`config.mk`:
```
export PLATFORM = sky130hd
export DESIGN_NAME = linear_interpolator
export DESIGN_NICKNAME = d
export VERILOG_FILES = /design/src/rtl/linear_interpolator.sv
export SDC_FILE = /design/constraint.sdc
export NUM_CORES = 1
export LEC_CHECK = 0
export CORE_AREA = 2 2 145 147
export CTS_CLUSTER_SIZE = 12
export DETAILED_ROUTE_END_ITERATION = 6
export DIE_AREA = 0 0 147 149
export PLACE_DENSITY = 0.66
export SLEW_MARGIN = 30
export SYNTH_ARGS = -nofsm -noshare
export SYNTH_HDL_FRONTEND = slang
export SYNTH_SLANG_ARGS = --single-unit
```
`constraint.sdc`:
```
create_clock -name clk_i -period 11.58 [get_ports clk_i]
set_input_delay 2.316 -clock clk_i [delete_from_list [all_inputs] [get_ports clk_i]]
set_output_delay 2.316 -clock clk_i [all_outputs]
set_load 0.05 [all_outputs]
```
`src/rtl/linear_interpolator.sv`:
```
// Linear interpolator: rebuilds a full-rate signed 16-bit stream from a decimated,
// strobed input by ramping between successive samples in 2^L equal steps.
// The accumulator holds value * 2^M so fractional steps add up exactly.
module linear_interpolator #(
  parameter int unsigned GMaxLog = 10
) (
  input  logic               clk_i,
  input  logic               reset_i,
  input  logic signed [15:0] din_i,
  input  logic               din_valid_i,
  input  logic        [3:0]  interp_log_i,
  input  logic               clear_flags_i,
  output logic signed [15:0] dout_o,
  output logic               dout_valid_o,
  output logic               underrun_o,
  output logic               early_o
);

  localparam int unsigned M  = GMaxLog;
  localparam int unsigned AW = 16 + M;
  localparam int unsigned CW = M + 1;

  typedef enum logic [1:0] {StIdle, StPrime, StRun, StHold} state_e;

  state_e               state_q, state_d;
  logic signed [AW-1:0] acc_q, acc_d;
  logic signed [AW-1:0] step_q, step_d;
  logic        [CW-1:0] cnt_q, cnt_d;
  logic        [3:0]    l_q, l_d;
  logic signed [15:0]   target_q, target_d;
  logic signed [15:0]   dout_q;
  logic                 underrun_q, underrun_d;
  logic                 early_q, early_d;

  logic        [3:0]    l_clamp;
  logic        [3:0]    shamt;
  logic                 cnt_last;
  logic signed [AW-1:0] acc_adv;
  logic signed [AW-1:0] start_p;
  logic signed [15:0]   start_int;
  logic signed [16:0]   diff;
  logic signed [AW-1:0] step_new;
  logic                 start;

  // Requested ratio clamped to the widest ramp the accumulator fraction supports.
  assign l_clamp  = ({28'd0, interp_log_i} > M) ? 4'(M) : interp_log_i;
  assign shamt    = 4'(M) - l_clamp;
  assign cnt_last = (cnt_q == ((CW'(1) << l_q) - CW'(1)));

  // Step is kept modulo 2^AW: its scaled value can exceed AW bits, but the
  // accumulator sum always lands between the two endpoints, so the wrap cancels.
  assign acc_adv  = acc_q + step_q;

  // New ramp starts where the accumulator would have been this cycle anyway, so a
  // strobe mid-ramp or on the final step leaves no jump on the output.
  assign start_p   = (state_q == StRun) ? acc_adv : acc_q;
  assign start_int = start_p[AW-1:M];
  assign diff      = {din_i[15], din_i} - {start_int[15], start_int};
  assign step_new  = {{(M - 1){diff[16]}}, diff} << shamt;

  // Next-state, ramp arithmetic and sticky flag updates.
  always_comb begin
    state_d    = state_q;
    acc_d      = acc_q;
    step_d     = step_q;
    cnt_d      = cnt_q;
    l_d        = l_q;
    target_d   = target_q;
    underrun_d = underrun_q & ~clear_flags_i;
    early_d    = early_q & ~clear_flags_i;
    start      = 1'b0;

    unique case (state_q)
      StIdle: begin
        if (din_valid_i) begin
          acc_d    = {din_i, {M{1'b0}}};
          target_d = din_i;
          state_d  = StPrime;
        end
      end
      StPrime: begin
        start = din_valid_i;
      end
      StRun: begin
        if (din_valid_i) begin
          start = 1'b1;
          if (!cnt_last) begin
            early_d = 1'b1;
          end
        end else if (cnt_last) begin
          // Snap to the exact target; a mid-ramp restart may leave fraction bits.
          acc_d   = {target_q, {M{1'b0}}};
          state_d = StHold;
        end else begin
          acc_d = acc_adv;
          cnt_d = cnt_q + CW'(1);
        end
      end
      StHold: begin
        if (din_valid_i) begin
          start = 1'b1;
        end else begin
          underrun_d = 1'b1;
        end
      end
      default: begin
        state_d = StIdle;
      end
    endcase

    if (start) begin
      acc_d    = start_p;
      step_d   = step_new;
      cnt_d    = '0;
      l_d      = l_clamp;
      target_d = din_i;
      state_d  = StRun;
    end
  end

  // State and datapath registers; output is the registered integer part of acc.
  always_ff @(posedge clk_i) begin
    if (reset_i) begin
      state_q    <= StIdle;
      acc_q      <= '0;
      step_q     <= '0;
      cnt_q      <= '0;
      l_q        <= '0;
      target_q   <= '0;
      dout_q     <= '0;
      underrun_q <= 1'b0;
      early_q    <= 1'b0;
    end else begin
      state_q    <= state_d;
      acc_q      <= acc_d;
      step_q     <= step_d;
      cnt_q      <= cnt_d;
      l_q        <= l_d;
      target_q   <= target_d;
      dout_q     <= acc_q[AW-1:M];
      underrun_q <= underrun_d;
      early_q    <= early_d;
    end
  end

  assign dout_o       = dout_q;
  assign dout_valid_o = (state_q == StRun) || (state_q == StHold);
  assign underrun_o   = underrun_q;
  assign early_o      = early_q;

endmodule

```
==> metrics <==
status finished, final reports clean; CP Capture Type flip-flop; Synth cell types 86; EDFF count, synth 0; Die Area 0.0219 mm²; CTS clk-pin slew, worst paths approximately 70 ps; # diodes 0; P per Cell Area ~130 mW/mm²; post-synthesis sequential area ratio 0.265; Largest stage delay, worst path roughly 1100 ps; DP Wirelength about 16000 µm; Setup Skew about 10 ps; Critical Path RT 11880 ps; DR pass1 iterations 5; antenna-violating nets left 0; R2R setup slack about 5400 ps; port bufs 42; commonest non-fill, non-tap cell in the layout nor2_1; origin of the critical flop-to-flop path step_q[0]; placed cell areas ~0.0084 mm²; slowest stage cell, crit path ha_1; CTS sink count 103; DRC violations left 0; final WL ~22000 µm; Netlist Area Pre-Place between 0.007 and 0.008 mm²; Crit Path Max Fanout 31; Fin Setup TNS 0 ps; Synth Warn # 0; crit path DAT a little under 7000 ps; worst-path cell chain clkdlybuf4s50_1, o21ai_0, nand2_1, inv_1, ha_1, clkinv_1, mux4_2, o21ai_0, a211oi_1, a21oi_1; R2R depth 25; syn_area_per_cell 7.91 µm²; Tcrit/Tclk final 0.573; pins over their slew limit 0; syn nets around 1000; first-pass GRT wire length 36100 µm; Synth async-reset ratio 0; vias in the first global route ~7000; most frequent cells in the layout nor2_1, dfxtp_1, nand2_1, a21oi_1, o21ai_0; Crit path top cell by count o21ai_0; fin crit period ~6600 ps; fraction of layout cells with a size suffix above 1 0.0807; Final Instance Area between 0.008 and 0.009 mm²; final setup vio count 0; Via density 5.75; latest clock arrival within the worst-skew pair roughly 370 ps; Area Growth Syn to Fin 11.8%; Slew @ Worst Pin ~900 ps; Worst Setup SP interp_log_i[3]; initial antenna violation count 0; # rows between 50 and 60; Leak about 0.0033 µW; HP Class flip-flop to flip-flop; Final #Nets about 1100; FMAX 0.151 GHz; Die Width roughly 150 µm; Yosys reg bits 103; crit path kind input port to flip-flop; worst r2r dst step_q[24]; IO Pins 43; H-Tree Depth 3; Synth Instances approximately 980; RSZ-0062 raised after global routing no; Final Power approximately 1200 µW; Core Region 0.0206 mm²; initial DRC count 581; total track usage 0.202; final hold violations 0; Post CTS Setup Buffer Count 0; routed vias approximately 7300; routed length per instance between 15 and 20 µm; Bufs on Longest Clock Path 2; CP Capture Point step_q[17]; number of hold buffers added after cts 0; Worst setup SP type input port; Resized Gates After CTS 0; global route overflow 0; gp weighted congestion ~1; Initial Util 0.378; Primary FF master, synth dfxtp_1; Max Cap Viol 0; Rel. slew slack 0.377; largest net degree at the start of global routing between 70 and 80; Worst VDD drop 67.4 µV; TritonCTS clock tree done; TritonCTS Buffers 9; root buffer cell clkbuf_16; Die Ht around 150 µm
[where the power goes]
part	leakage, µW	internal, µW	total, µW	switching, µW
clock network	0.000135	167	311	144
logic	0.00228	175	441	265
registers	0.000841	376	399	22.7
total	0.00326	719	1150	432
[registers in the layout (all words and copies together), names as in the netlist, named ones only]
signal / cells
dout_o: 16
acc_q: 26
state_q: 1
target_q: 16
cnt_q: 11
underrun_o: 1
l_q: 4
step_q: 26
early_o: 1
[logic make-up (layout without fill, tap and decap cells)]
family	after synthesis	count (layout)	synth area share
AND/OR/NAND/NOR	327	327	0.196
AO/OA/AOI/OAI	314	314	0.282
flip-flops	103	103	0.265
buffers and inverters	85	93	0.0430
multiplexers	57	57	0.0816
XOR/XNOR	54	54	0.0627
adder cells (fa/ha/maj)	43	43	0.0701
[cell usage after synthesis (all sizes together) (5+ instances only)]
cell	n	area, µm²
a211oi	11	105
a21o	13	97.6
a21oi	78	402
a22o	16	140
a22oi	15	118
a31oi	8	56.3
a32oi	8	70.1
and2	7	43.8
buf	13	63.8
clkbuf	48	180
dfxtp	103	2060
ha	37	463
inv	23	86.3
mux2	8	90.1
mux2i	45	454
nand2	93	349
nand2b	16	108
nand3	15	75.1
nand4	5	31.3
nor2	112	420
nor2b	27	169
nor3	29	156
o211ai	26	200
o21a	11	82.6
o21ai	63	315
o21bai	7	56.3
o221ai	5	43.8
o22ai	6	37.5
xnor2	31	272
xor2	22	193
[worst min-delay path by stage]
stage | endpoint | startpoint | cells after the start | slack [ps]
final | step_q[2] | step_q[2] | 2 | 470
after global routing | underrun_o | underrun_o | 2 | 490
after CTS | step_q[2] | step_q[2] | 2 | 470
after detailed placement | step_q[2] | step_q[2] | 2 | 460
after global placement | step_q[2] | step_q[2] | 2 | 450
after floorplan | step_q[2] | step_q[2] | 2 | 440
[metrics by stage]
stage | util | cells | hold WS (ps) | worst slack (ps)
floorplan | - | 983 | 436 | 5880
global placement | 0.409 | 1251 | 448 | 4830
detailed placement | 0.409 | 1251 | 461 | 4700
CTS | 0.423 | 1266 | 471 | 5080
global route | 0.423 | 1266 | 494 | 4550
finish | 0.423 | 1266 | 467 | 4950
[area by class of cell]
| class | count | area, µm² |
|---|---|---|
| Clock buffer | 10 | 229 |
| Tap cell | 275 | 344 |
| Multi-Input combinational cell | 795 | 5410 |
| Fill cell | 2049 | 11900 |
| Timing Repair Buffer | 54 | 500 |
| Sequential cell | 103 | 2060 |
| Inverter | 24 | 90.1 |
| Clock inverter | 5 | 58.8 |
[per-layer routing]
layer  wire length [µm]  up-vias  part of all wire  global-route usage
li1                   -     3597                 -                   -
met1              10500     3464              0.49               0.289
met2               9670      195              0.45               0.322
met3               1100       18             0.051              0.0281
met4                288        0             0.013              0.0529
met5                  0        -                 0                   0
[worst max-delay path, delay by kind of cell]
family	cells	cell delay, ps
buf+inv	3	1840
simple gates	1	490
mux	1	680
compound gates	4	530
fa+ha+maj	1	1060
(Power assumes the default switching activity.)
